<file path="src/rtl/frame_buffer_pkg.sv">
// Shared types and sizing helpers for the frame buffer reader.
//   BUF_PORT_W   : width of the buffer index from the switcher
//   state_t      : reader FSM states
//   frame_pixels : pixels per frame
//   cnt_width    : bits needed to hold a count from 0 to n inclusive
package frame_buffer_pkg;

    localparam int unsigned BUF_PORT_W = 2;

    typedef enum logic [1:0] {
        IDLE  = 2'd0,
        READ  = 2'd1,
        DRAIN = 2'd2
    } state_t;

    function automatic int unsigned frame_pixels(input int unsigned w, input int unsigned h);
        return w * h;
    endfunction

    function automatic int unsigned cnt_width(input int unsigned n);
        return (n < 1) ? 1 : $clog2(n + 1);
    endfunction

endpackage

</file>
<file path="src/rtl/frame_buffer_reader_fifo.sv">
// Synchronous show-ahead FIFO: o_data always presents the head entry.
// Ports:
//   clk, reset        clock, asynchronous active-high reset
//   i_push, i_data    write strobe and data (ignored when full unless popping)
//   i_pop             remove head (ignored when empty)
//   o_data            head entry
//   o_empty           no entries
//   o_count           entries held, 0..DEPTH
module frame_buffer_reader_fifo
    import frame_buffer_pkg::*;
#(
    parameter int unsigned DEPTH  = 16,
    parameter int unsigned DATA_W = 16
) (
    input  logic                        clk,
    input  logic                        reset,
    input  logic                        i_push,
    input  logic [DATA_W-1:0]           i_data,
    input  logic                        i_pop,
    output logic [DATA_W-1:0]           o_data,
    output logic                        o_empty,
    output logic [cnt_width(DEPTH)-1:0] o_count
);

    localparam int unsigned AW = $clog2(DEPTH);
    localparam int unsigned CW = cnt_width(DEPTH);

    logic [DATA_W-1:0] r_mem [DEPTH];
    logic [AW-1:0]     r_wr_ptr;
    logic [AW-1:0]     r_rd_ptr;
    logic [CW-1:0]     r_count;
    logic              w_full;
    logic              w_do_push;
    logic              w_do_pop;

    assign o_empty   = (r_count == '0);
    assign w_full    = (r_count == CW'(DEPTH));
    assign w_do_pop  = i_pop & ~o_empty;
    assign w_do_push = i_push & (~w_full | w_do_pop);
    assign o_data    = r_mem[r_rd_ptr];
    assign o_count   = r_count;

    // Pointers wrap naturally because DEPTH is a power of two.
    always_ff @(posedge clk or posedge reset) begin
        if (reset) begin
            r_wr_ptr <= '0;
            r_rd_ptr <= '0;
            r_count  <= '0;
        end else begin
            if (w_do_push) r_wr_ptr <= r_wr_ptr + AW'(1);
            if (w_do_pop)  r_rd_ptr <= r_rd_ptr + AW'(1);
            r_count <= r_count + CW'(w_do_push) - CW'(w_do_pop);
        end
    end

    // Storage needs no reset; only entries behind the pointers are ever read.
    always_ff @(posedge clk) begin
        if (w_do_push) r_mem[r_wr_ptr] <= i_data;
    end

endmodule

</file>
<file path="src/rtl/frame_buffer_reader.sv">
// Frame buffer reader: on each buffer_vsync rise, fetches the selected frame
// buffer over a pipelined Avalon-MM read master and streams it out as one
// Avalon-ST packet (SOP on first pixel, EOP on last).
// Ports:
//   clk, reset                       clock, asynchronous active-high reset
//   buffer_port, buffer_vsync        buffer index and swap strobe from switcher
//   avm_*                            Avalon-MM read master
//   aso_*                            Avalon-ST pixel source (readyLatency 0)
//   busy                             frame start until EOP accepted
//   stat_frames, stat_dropped        only with FRAME_BUFFER_READER_STATS_EN
// Optional build macro: FRAME_BUFFER_READER_STATS_EN adds frame/drop counters.
module frame_buffer_reader
    import frame_buffer_pkg::*;
#(
    parameter int unsigned       ADDR_W     = 32,
    parameter int unsigned       DATA_W     = 16,
    parameter logic [ADDR_W-1:0] BASE_ADDR  = '0,
    parameter logic [ADDR_W-1:0] BUF_STRIDE = ADDR_W'(32'h0010_0000),
    parameter int unsigned       FRAME_W    = 640,
    parameter int unsigned       FRAME_H    = 480,
    parameter int unsigned       FIFO_DEPTH = 16
) (
    input  logic                  clk,
    input  logic                  reset,
    input  logic [BUF_PORT_W-1:0] buffer_port,
    input  logic                  buffer_vsync,
    output logic [ADDR_W-1:0]     avm_address,
    output logic                  avm_read,
    input  logic                  avm_waitrequest,
    input  logic [DATA_W-1:0]     avm_readdata,
    input  logic                  avm_readdatavalid,
    output logic [DATA_W-1:0]     aso_data,
    output logic                  aso_valid,
    input  logic                  aso_ready,
    output logic                  aso_startofpacket,
    output logic                  aso_endofpacket,
    output logic                  busy
`ifdef FRAME_BUFFER_READER_STATS_EN
    ,
    output logic [15:0]           stat_frames,
    output logic [15:0]           stat_dropped
`endif
);

    localparam int unsigned       NPIX      = frame_pixels(FRAME_W, FRAME_H);
    localparam int unsigned       PIX_W     = cnt_width(NPIX);
    localparam int unsigned       CW        = cnt_width(FIFO_DEPTH);
    localparam logic [ADDR_W-1:0] ADDR_STEP = ADDR_W'(DATA_W / 8);

    state_t                r_state;
    logic                  r_vsync_d;
    logic                  r_edge;
    logic [BUF_PORT_W-1:0] r_edge_port;
    logic                  r_pending;
    logic [BUF_PORT_W-1:0] r_pending_port;
    logic [ADDR_W-1:0]     r_addr;
    logic                  r_read;
    logic                  r_busy;
    logic [PIX_W-1:0]      r_rd_cnt;
    logic [PIX_W-1:0]      r_pix_cnt;
    logic [CW-1:0]         r_out;

    logic                  w_fifo_empty;
    logic [CW-1:0]         w_fifo_count;
    logic                  w_acc;
    logic                  w_rdv;
    logic                  w_pop;
    logic                  w_eop;
    logic                  w_eop_acc;
    logic                  w_last_acc;
    logic                  w_frame_done;
    logic                  w_start;
    logic                  w_pend;
    logic [BUF_PORT_W-1:0] w_start_port;
    logic [CW-1:0]         w_out_n;
    logic [CW-1:0]         w_cnt_n;
    logic                  w_credit_n;

    function automatic logic [ADDR_W-1:0] base_of(input logic [BUF_PORT_W-1:0] p);
        return BASE_ADDR + ADDR_W'(p) * BUF_STRIDE;
    endfunction

    frame_buffer_reader_fifo #(
        .DEPTH  (FIFO_DEPTH),
        .DATA_W (DATA_W)
    ) u_fifo (
        .clk     (clk),
        .reset   (reset),
        .i_push  (w_rdv),
        .i_data  (avm_readdata),
        .i_pop   (w_pop),
        .o_data  (aso_data),
        .o_empty (w_fifo_empty),
        .o_count (w_fifo_count)
    );

    assign w_acc        = r_read & ~avm_waitrequest;
    // Returns with nothing outstanding are stray and dropped.
    assign w_rdv        = avm_readdatavalid & (r_out != '0);
    assign w_pop        = aso_valid & aso_ready;
    assign w_eop        = (r_pix_cnt == PIX_W'(NPIX - 1));
    assign w_eop_acc    = w_pop & w_eop;
    assign w_last_acc   = w_acc & (r_rd_cnt == PIX_W'(NPIX - 1));
    assign w_frame_done = (r_state == DRAIN) & w_eop_acc & (r_out == '0);

    // Credit for next cycle: outstanding plus buffered must leave room for one more.
    assign w_out_n    = r_out + CW'(w_acc) - CW'(w_rdv);
    assign w_cnt_n    = w_fifo_count + CW'(w_rdv) - CW'(w_pop);
    assign w_credit_n = ((CW+1)'(w_out_n) + (CW+1)'(w_cnt_n)) < (CW+1)'(FIFO_DEPTH);

    // A queued swap takes priority over an edge arriving on the EOP cycle.
    assign w_start      = ((r_state == IDLE) & r_edge) | (w_frame_done & (r_pending | r_edge));
    assign w_start_port = ((r_state != IDLE) & r_pending) ? r_pending_port : r_edge_port;
    assign w_pend       = r_edge & (r_state != IDLE) & ~w_frame_done;

    assign avm_address       = r_addr;
    assign avm_read          = r_read;
    assign busy              = r_busy;
    assign aso_valid         = ~w_fifo_empty;
    assign aso_startofpacket = aso_valid & (r_pix_cnt == '0);
    assign aso_endofpacket   = aso_valid & w_eop;

    // Registered vsync edge; port captured alongside it.
    always_ff @(posedge clk or posedge reset) begin
        if (reset) begin
            r_vsync_d   <= 1'b0;
            r_edge      <= 1'b0;
            r_edge_port <= '0;
        end else begin
            r_vsync_d   <= buffer_vsync;
            r_edge      <= buffer_vsync & ~r_vsync_d;
            r_edge_port <= buffer_port;
        end
    end

    // Outstanding reads and output-side pixel position.
    always_ff @(posedge clk or posedge reset) begin
        if (reset) begin
            r_out     <= '0;
            r_pix_cnt <= '0;
        end else begin
            r_out <= w_out_n;
            if (w_pop) r_pix_cnt <= w_eop ? '0 : r_pix_cnt + PIX_W'(1);
        end
    end

    // Reader FSM with address generator and request control.
    always_ff @(posedge clk or posedge reset) begin
        if (reset) begin
            r_state        <= IDLE;
            r_addr         <= '0;
            r_read         <= 1'b0;
            r_busy         <= 1'b0;
            r_rd_cnt       <= '0;
            r_pending      <= 1'b0;
            r_pending_port <= '0;
        end else begin
            if (w_start) begin
                r_state   <= READ;
                r_addr    <= base_of(w_start_port);
                r_read    <= 1'b1;
                r_busy    <= 1'b1;
                r_rd_cnt  <= '0;
                r_pending <= 1'b0;
            end else begin
                case (r_state)
                    IDLE: ;
                    READ: begin
                        if (w_acc) begin
                            r_addr   <= r_addr + ADDR_STEP;
                            r_rd_cnt <= r_rd_cnt + PIX_W'(1);
                        end
                        if (w_last_acc) begin
                            r_state <= DRAIN;
                            r_read  <= 1'b0;
                        end else if (r_read & avm_waitrequest) begin
                            r_read <= 1'b1;
                        end else begin
                            r_read <= w_credit_n;
                        end
                    end
                    DRAIN: begin
                        if (w_frame_done) begin
                            r_state <= IDLE;
                            r_busy  <= 1'b0;
                        end
                    end
                    default: r_state <= IDLE;
                endcase
                if (w_pend) begin
                    r_pending      <= 1'b1;
                    r_pending_port <= r_edge_port;
                end
            end
        end
    end

`ifdef FRAME_BUFFER_READER_STATS_EN
    logic [15:0] r_stat_frames;
    logic [15:0] r_stat_dropped;

    assign stat_frames  = r_stat_frames;
    assign stat_dropped = r_stat_dropped;

    always_ff @(posedge clk or posedge reset) begin
        if (reset) begin
            r_stat_frames  <= '0;
            r_stat_dropped <= '0;
        end else begin
            if (w_eop_acc)             r_stat_frames  <= r_stat_frames + 16'd1;
            if (w_pend & r_pending)    r_stat_dropped <= r_stat_dropped + 16'd1;
        end
    end
`endif

endmodule

</file>
<file path="config.mk">
export PLATFORM = sky130hd
export DESIGN_NAME = frame_buffer_reader
export DESIGN_NICKNAME = d
export VERILOG_FILES = /design/src/rtl/frame_buffer_pkg.sv /design/src/rtl/frame_buffer_reader_fifo.sv /design/src/rtl/frame_buffer_reader.sv
export SDC_FILE = /design/constraint.sdc
export NUM_CORES = 1
export LEC_CHECK = 0
export CORE_ASPECT_RATIO = 0.8
export CORE_MARGIN = 3
export CORE_UTILIZATION = 40
export CTS_BUF_LIST = sky130_fd_sc_hd__clkbuf_16
export DETAILED_ROUTE_END_ITERATION = 16
export MAX_ROUTING_LAYER = met4
export PLACE_DENSITY_LB_ADDON = 0.05
export SYNTH_ARGS = -nofsm -noshare
export SYNTH_HDL_FRONTEND = slang
export SYNTH_SLANG_ARGS = --single-unit
export TNS_END_PERCENT = 50
</file>
<file path="constraint.sdc">
create_clock -name clk -period 4.8 [get_ports clk]
set_clock_uncertainty 0.1 [all_clocks]
set_input_delay 0.48 -clock clk [delete_from_list [all_inputs] [get_ports clk]]
set_output_delay 0.48 -clock clk [all_outputs]
set_load 0.01 [all_outputs]
</file>
==> flow_metrics.py, run 1 <==
metrics = {
    "clock_tree": {
        "cts-resized-gates": 0,
        "cts.sinks": 354,
        "clkLatencyLatePin_ps": 530,
        "tritoncts": "built",
        "cts_root_buffer": "clkbuf_16",
        "cts.clk_slew.worst_paths_ps": 60,
        "clockBufferDepth": 3,
        "cts_hold_buf": 0,
        "cts_htree_levels": 2,
        "numCtsBuffers": 38,
        "postCtsSetupBuffers": 0,
    },
    "sta": {
        "finalSetupViolations": 0,
        "fin_hold_ws_ps": 286,
        "tightestPinTransition_ps": 1240,
        "max_freq_ghz": 0.268,
        "relSlewSlack_pct": 17.3,
        "layout_min_cycle_time_ps": 3730,
        "finalHoldViolCount": 0,
        "grt_setup_unrepaired": "false",
        "fin_crit_sh_pct": 77.6,
        "tns_ps": 0,
        "slew_viol_final": 0,
    },
    "floorplan": {
        "start_util_pct": 41.1,
        "die_x_um": 222,
        "core_um2": 36300,
        "dieArea_um2": 39700,
        "num_rows": 62,
        "die_y_um": 179,
        "ios": 77,
    },
    "global_routing": {
        "grt_max_degree": 76,
        "antenna_found_initial": 0,
        "grt_pass1_wl_um": 49600,
        "grt_usage_pct": 16.7,
        "grt-ovfl-total": 0,
        "grt_pass1_vias": 8084,
    },
    "placement": {
        "port_buffers": 75,
        "gp_congestion": 0.743,
        "place_hpwl_um": 19800,
        "dp.cells": 1440,
        "placed_area_um2": 16400,
    },
    "power": {
        "p_per_area_nw_per_um2": 551,
        "p_comb_share_pct": 29.8,
        "power_frac_clock_pct": 28.4,
        "switching_share_pct": 29.6,
        "switching_power_mw": 2.86,
        "seqPwrFrac_pct": 41.8,
        "power.total_mw": 9.66,
        "p_leak_nw": 6.27,
        "irDropWorstVdd_uv": 373,
        "intPower_mw": 6.80,
    },
    "min_path": {
        "min_path_type": "in -> reg",
    },
    "detailed_routing": {
        "drtPass1Iterations": 4,
        "drc": 0,
        "wl_per_cell_um": 20.8,
        "detail_route.iter0.violations": 490,
        "routed_wl_um": 31300,
        "vias": 7849,
        "ant_nets": 0,
        "routed_via_density": 5.22,
    },
    "logic_synthesis": {
        "yosysSeqAreaShare_pct": 68.0,
        "ys.flop_type": "edfxtp_1",
        "yosysWarnings": 0,
        "synth_cell_types": 52,
        "syn_avg_cell_area_um2": 16.6,
        "syn-num-nets": 951,
        "synth_async_sr_flop_share_pct": 27.7,
        "syn-cell-area_um2": 14900,
        "synth_area_leaders": "edfxtp_1 (52%), dfrtp_1 (16%), mux4_2 (12%)",
        "synth_seq_cells": 354,
        "synth_edf_count": 256,
        "synth_common_cells": "edfxtp_1 (256), dfrtp_1 (98), mux4_2 (80)",
        "synth.most_common_cell": "edfxtp_1",
        "synthCells": 897,
        "synth_top_area_share_pct": 51.5,
        "yosysTopAreaCell": "edfxtp_1",
    },
    "layout": {
        "drive_gt1_share_pct": 18.5,
        "fin_area_um2": 17500,
        "stdcell_count": 1504,
        "antenna-diode-count": 0,
        "nNetsFinal": 1054,
        "syn2layout_area_growth_pct": 17.5,
    },
    "worst_setup_path": {
        "rrSetupSlack_ps": 1130,
        "crit_path_end": "aso_data[15]",
        "crit_fanout": 41,
        "startpoint": "u_fifo.r_rd_ptr[1]",
        "worstSetupPathType": "reg -> out",
        "critPathArrivalTime_ps": 3150,
        "r2r_end": "avm_read",
        "worstSetupEndpointType": "primary output",
        "ff2ff_path_depth": 18,
        "crit_required_ps": 4220,
        "rr_startpoint": "u_fifo.o_count[3]",
        "cp-start-kind": "register",
    },
    "status": {
        "outcome": "completed",
    },
    "job": {
        "maxCapViolCount": 0,
    },
}
[sequential cells by signal, summed over array words and instances, names as in the netlist]
signal	flops
avm_read	1
u_fifo.o_count	5
avm_address	31
u_fifo.r_wr_ptr	4
r_edge_port	2
r_pending_port	2
r_pix_cnt	19
r_out	5
r_pending	1
u_fifo.r_mem	256
r_rd_cnt	19
r_vsync_d	1
busy	1
r_edge	1
u_fifo.r_rd_ptr	4
r_state	2
[placed cells by master, fill, tap and decap left out, types with 3 or more instances in the layout]
cell type,count
nor3_2,5
edfxtp_1,256
mux2i_1,7
and3_1,13
a21oi_1,14
nor2_2,12
clkinv_2,4
ha_1,27
clkbuf_16,39
nand3_1,20
buf_4,24
xnor2_1,35
xor2_1,38
and4_1,9
nand2b_1,3
nor2_1,65
o21ai_0,15
clkdlybuf4s50_1,75
nand2_1,43
nor4_1,8
nand4_1,27
inv_1,37
clkinv_1,6
mux4_2,80
and2_1,4
mux2_2,3
fa_1,3
nor3_1,8
or3_1,7
nor2b_1,4
dfrtp_1,96
a21o_1,4
[kinds of logic after synthesis]
group	after synthesis	share of synthesized area, %
flops	354	68.0
simple gates	243	8.69
mux	90	12.8
xor+xnor	73	4.28
buf+inv	65	1.94
compound gates	41	1.68
fa+ha+maj	30	2.67
other cells	1	0.0251
[worst min path at each step]
| stage | endpoint | start | slack, ps | depth (start not counted) |
|---|---|---|---|---|
| 6_report | r_edge_port[1] | buffer_port[1] | 290 | 1 |
| 5_1_grt | r_edge_port[1] | buffer_port[1] | 270 | 1 |
| 4_1_cts | r_edge_port[1] | buffer_port[1] | 260 | 1 |
| 3_5_place_dp | r_edge | r_vsync_d | 290 | 1 |
| 3_3_place_gp | r_edge | r_vsync_d | 290 | 1 |
| 2_1_floorplan | r_edge | r_vsync_d | 280 | 1 |
[area by class of cell]
class / instances / area (µm²)
multi-input cells: 478 / 4570
fillers: 3151 / 18800
flip-flops and latches: 354 / 10100
clock buffers: 39 / 976
clock inverters: 25 / 173
inverters: 27 / 104
repair buffers: 101 / 971
well taps: 480 / 601
[stage by stage]
| step | worst slack, ps | utilization, % |
|---|---|---|
| final | 1070 | 48.3 |
| after global placement | 1170 | 45.1 |
| after CTS | 1000 | 48.3 |
| after floorplan | 1370 | - |
| after detailed placement | 1060 | 45.1 |
| after global routing | 643 | 48.3 |
[power by group through the flow]
stage	clock (mW)	combinational (mW)	sequential [mW]
4_1_cts	2.83	2.97	4.04
2_1_floorplan	0	2.06	3.90
3_5_place_dp	0	2.97	4.10
6_report	2.75	2.88	4.03
3_3_place_gp	0	2.96	4.09
5_1_grt	2.96	3.22	4.09
[routing by layer]
layer  global-route usage [%]  wire length (µm)  vias to the layer above
met1                     24.2             15200                     4061
met3                     2.82              1050                       42
met4                     3.78               546                        0
met2                     25.1             14400                      107
li1                         -                 -                     3639
met5                        -                 0                        -
[critical path: stages, from the launching register on]
cell and delay, ps:
dfrtp_2 860, buf_12 350, mux4_2 370, mux4_2 490, clkdlybuf4s50_1 500
(Power assumes the default switching activity.)
==> inputs of run 2 (changes only) <==
- clock period: 4.8 -> 3 ns (I/O delays scaled with it)
==> flow_metrics.py, run 2 (synthesis gave the netlist of run 1 again) <==
metrics = {
    "status": {
        "outcome": "finished with violations",
        "violations": "setup timing",
    },
    "clock_tree": {
        "tritoncts": "built",
        "cts_hold_buf": 0,
        "cts.clk_slew.worst_paths_ps": 60,
        "cts_htree_levels": 2,
        "cts.sinks": 354,
        "cts_root_buffer": "clkbuf_16",
        "clkLatencyLatePin_ps": 540,
        "clockBufferDepth": 3,
        "numCtsBuffers": 38,
    },
    "sta": {
        "finalHoldViolCount": 0,
        "fin_crit_sh_pct": 104,
        "slew_viol_final": 0,
        "layout_min_cycle_time_ps": 3130,
        "relSlewSlack_pct": 54.8,
        "grt_setup_unrepaired": "true",
        "tightestPinTransition_ps": 676,
        "fin_hold_ws_ps": 85.6,
        "tns_ps": -153,
        "worst_slack_ps": -132,
        "max_freq_ghz": 0.319,
        "finalSetupViolations": 2,
    },
    "floorplan": {
        "die_y_um": 179,
        "die_x_um": 222,
        "ios": 77,
        "start_util_pct": 41.1,
        "core_um2": 36300,
        "dieArea_um2": 39700,
        "num_rows": 62,
    },
    "global_routing": {
        "grt_pass1_vias": 8583,
        "grt_usage_pct": 17.9,
        "antenna_found_initial": 0,
        "grt_pass1_wl_um": 52600,
        "grt-ovfl-total": 0,
        "grt_max_degree": 43,
    },
    "detailed_routing": {
        "vias": 8211,
        "wl_per_cell_um": 21.4,
        "detail_route.iter0.violations": 508,
        "routed_wl_um": 33700,
        "drtPass1Iterations": 5,
        "routed_via_density": 5.21,
        "drc": 0,
        "ant_nets": 0,
    },
    "worst_setup_path": {
        "rrSetupSlack_ps": -130,
        "cp-start-kind": "register",
        "worstSetupPathType": "reg -> reg",
        "rr_startpoint": "r_out[3]",
        "ff2ff_path_depth": 17,
        "worstSetupEndpointType": "register",
        "crit_required_ps": 3340,
        "startpoint": "r_out[3]",
        "critPathArrivalTime_ps": 3470,
        "crit_path_end": "avm_read",
        "r2r_end": "avm_read",
        "crit_fanout": 2,
    },
    "power": {
        "irDropWorstVdd_uv": 775,
        "power.total_mw": 17.0,
        "p_leak_nw": 6.77,
        "p_per_area_nw_per_um2": 913,
    },
    "placement": {
        "placed_area_um2": 17000,
        "place_ws_ps": -287,
        "port_buffers": 75,
        "place_hpwl_um": 21100,
        "gp_congestion": 0.776,
        "dp.cells": 1482,
    },
    "layout": {
        "final_common_cell": "edfxtp_1",
        "final_cell_mix": "edfxtp_1 (256), dfrtp_1 (96), mux4_2 (80), nor2_1 (65), buf_4 (62)",
        "stdcell_count": 1575,
        "antenna-diode-count": 0,
        "regMostFlops": "u_fifo.r_mem",
        "fin_util_pct": 51.2,
        "fin_area_um2": 18600,
        "syn2layout_area_growth_pct": 24.5,
        "largest_register_ffs": 256,
        "nNetsFinal": 1119,
        "drive_gt1_share_pct": 26.9,
    },
    "min_path": {
        "min_path_type": "in -> async",
    },
    "job": {
        "maxCapViolCount": 0,
    },
}
run 2: per-layer routing:
metal  GRT usage, %  up-vias  share of wire [%]
met2           27.7      120                 47
met5              -        -                  0
met1           25.0     4241                 47
met3           3.45       55                4.1
li1               -     3795                  -
met4           3.86        0                1.5
run 2: how the worst min path moves through the flow:
stage | from | to | slack [ps] | depth (start not counted)
final | reset | r_pending | 90 | 2
after global routing | buffer_port[0] | r_edge_port[0] | 100 | 1
after CTS | buffer_port[0] | r_edge_port[0] | 80 | 1
after detailed placement | r_vsync_d | r_edge | 290 | 1
after global placement | r_vsync_d | r_edge | 290 | 1
after floorplan | buffer_port[0] | r_edge_port[0] | 230 | 0
run 2: worst max-delay path: stages, from the launching register on:
cell,delay [ps]
dfrtp_1,400
inv_2,60
ha_1,130
nor4b_4,230
nand2b_4,180
inv_1,50
ha_1,260
inv_1,40
ha_2,170
fa_2,360
a21oi_2,130
nor2_1,50
nor2_1,100
xnor2_1,170
ha_1,280
nor3_2,100
nand2_1,60
o211ai_1,160
run 2: cell type report:
type | instances | area (µm²)
fillers | 3013 | 17700
flip-flops and latches | 354 | 10100
clock buffers | 39 | 976
inverters | 27 | 104
multi-input cells | 478 | 4660
well taps | 480 | 601
repair buffers | 166 | 1790
clock inverters | 31 | 300
run 2: where the power goes:
group | switching, mW | internal [mW] | leakage (nW) | total [mW]
Sequential | 0.407 | 5.89 | 3.57 | 6.30
Combinational | 2.71 | 3.21 | 2.55 | 5.92
Clock | 1.93 | 2.81 | 0.645 | 4.74
run 2: repair_timing:
item / CTS / global route
gates cloned: 5 / 0
setup endpoints to repair: 17 / 20
buffers inserted: 13 / 6
resized for setup: 67 / 24
pin swaps: 2 / 2
==> inputs of run 3 (changes only) <==
- CORE_ASPECT_RATIO: 0.8 -> not set
==> flow_metrics.py, run 3 (synthesis gave the netlist of run 1 again) <==
metrics = {
    "clock_tree": {
        "numCtsBuffers": 41,
        "cts.clk_slew.worst_paths_ps": 60,
        "cts.sinks": 354,
        "clockBufferDepth": 3,
        "cts_root_buffer": "clkbuf_16",
        "tritoncts": "built",
        "clkLatencyLatePin_ps": 520,
        "cts_htree_levels": 2,
    },
    "placement": {
        "dp.cells": 1470,
        "placed_area_um2": 16900,
        "gp_congestion": 0.727,
        "port_buffers": 75,
        "place_hpwl_um": 20400,
    },
    "detailed_routing": {
        "routed_via_density": 5.22,
        "detail_route.iter0.violations": 336,
        "drtPass1Iterations": 4,
        "ant_nets": 0,
        "wl_per_cell_um": 21.4,
        "vias": 8182,
        "drc": 0,
        "routed_wl_um": 33500,
    },
    "power": {
        "p_leak_nw": 6.80,
        "switching_share_pct": 29.6,
        "seqPwrFrac_pct": 37.5,
        "switching_power_mw": 4.98,
        "intPower_mw": 11.8,
        "irDropWorstVdd_uv": 620,
        "p_comb_share_pct": 34.6,
        "p_per_area_nw_per_um2": 906,
        "power_frac_clock_pct": 27.9,
    },
    "sta": {
        "worst_slack_ps": -66.8,
        "finalHoldViolCount": 0,
        "slew_viol_final": 0,
        "tightestPinTransition_ps": 662,
        "relSlewSlack_pct": 55.5,
        "finalSetupViolations": 1,
        "layout_min_cycle_time_ps": 3070,
        "fin_crit_sh_pct": 102,
        "grt_setup_unrepaired": "true",
        "max_freq_ghz": 0.326,
    },
    "layout": {
        "final_common_cell": "edfxtp_1",
        "fin_area_um2": 18600,
        "fin_util_pct": 50.6,
        "largest_register_ffs": 256,
        "syn2layout_area_growth_pct": 24.5,
        "regMostFlops": "u_fifo.r_mem",
        "stdcell_count": 1566,
        "drive_gt1_share_pct": 27.1,
        "nNetsFinal": 1124,
        "final_cell_mix": "edfxtp_1 (256), dfrtp_1 (96), mux4_2 (80), nor2_1 (65), buf_4 (65)",
        "antenna-diode-count": 0,
    },
    "global_routing": {
        "grt_pass1_vias": 8580,
        "grt_usage_pct": 17.9,
        "grt_max_degree": 46,
        "grt-ovfl-total": 0,
        "antenna_found_initial": 0,
        "grt_pass1_wl_um": 52400,
    },
    "floorplan": {
        "num_rows": 70,
        "core_um2": 36700,
        "ios": 77,
        "start_util_pct": 40.7,
        "die_x_um": 199,
        "dieArea_um2": 39700,
        "die_y_um": 199,
    },
    "min_path": {
        "min_path_type": "in -> async",
    },
    "worst_setup_path": {
        "worstSetupEndpointType": "register",
        "worstSetupPathType": "reg -> reg",
        "critPathArrivalTime_ps": 3410,
        "crit_required_ps": 3340,
        "cp-start-kind": "register",
        "crit_fanout": 2,
    },
    "status": {
        "outcome": "finished with violations",
        "violations": "setup timing",
    },
    "job": {
        "maxCapViolCount": 0,
    },
}
[run 3: power groups by stage]
stage	Combinational (mW)	Sequential (mW)	Clock [mW]
2_1_floorplan	3.33	6.24	0
5_1_grt	6.39	6.39	5.02
3_5_place_dp	5.34	6.40	0
3_3_place_gp	5.33	6.40	0
4_1_cts	5.84	6.31	4.83
6_report	5.83	6.32	4.69
[run 3: through the flow]
step                hold WS [ps]  worst slack, ps  total power [mW]  setup TNS, ps
floorplan                    231             -123              9.57           -514
global placement             290             -209              11.7           -209
detailed placement           295             -307              11.7           -307
CTS                         62.5             -182              17.0           -218
global route                94.9             -232              17.8           -564
finish                      72.9            -66.8              16.8          -66.8
[run 3: what timing repair did]
action | 4_1_cts | 5_1_grt
setup buffers | 23 | 1
gates resized for setup | 86 | 18
gates cloned | 3 | 1
hold buffers | 0 | 0
pin swaps | 9 | 11
endpoints found under the setup margin | 18 | 14
[run 3: worst max-delay path: stages, from the launching register on]
cell and delay [ps]:
dfrtp_1 380, inv_2 80, ha_4 120, nor4b_4 190, nand2b_4 180, inv_4 50
ha_4 250, inv_2 40, ha_4 150, fa_2 350, buf_4 150, xor2_2 170
ha_1 280, nor2b_1 130, o21ai_1 140, nand2_1 70, o211ai_1 150
[run 3: routing by layer]
metal,share of wire (%),global-route usage [%]
met5,0,-
met1,45,24.8
met3,4.3,2.48
met2,49,28.7
met4,1.7,3.90
[run 3: cell type report]
type	count	area, µm²
Timing Repair Buffer	168	1780
Sequential cell	354	10100
Clock inverter	29	211
Clock buffer	42	1050
Fill cell	3081	18100
Tap cell	468	586
Inverter	27	106
Multi-Input combinational cell	478	4700
[run 3: worst paths after layout]
path | endpoint | depth (start not counted) | slack (ps) | startpoint
setup / recovery | avm_read | 16 | -70 | r_out[3]
hold / removal | avm_read | 2 | 70 | reset
setup reg to reg | avm_read | 16 | -70 | r_out[3]
hold reg to reg | r_edge | 1 | 300 | r_vsync_d
max in group asynchronous | r_rd_cnt[18] | 3 | 2090 | reset
min in group clk | r_edge_port[0] | 1 | 110 | buffer_port[0]
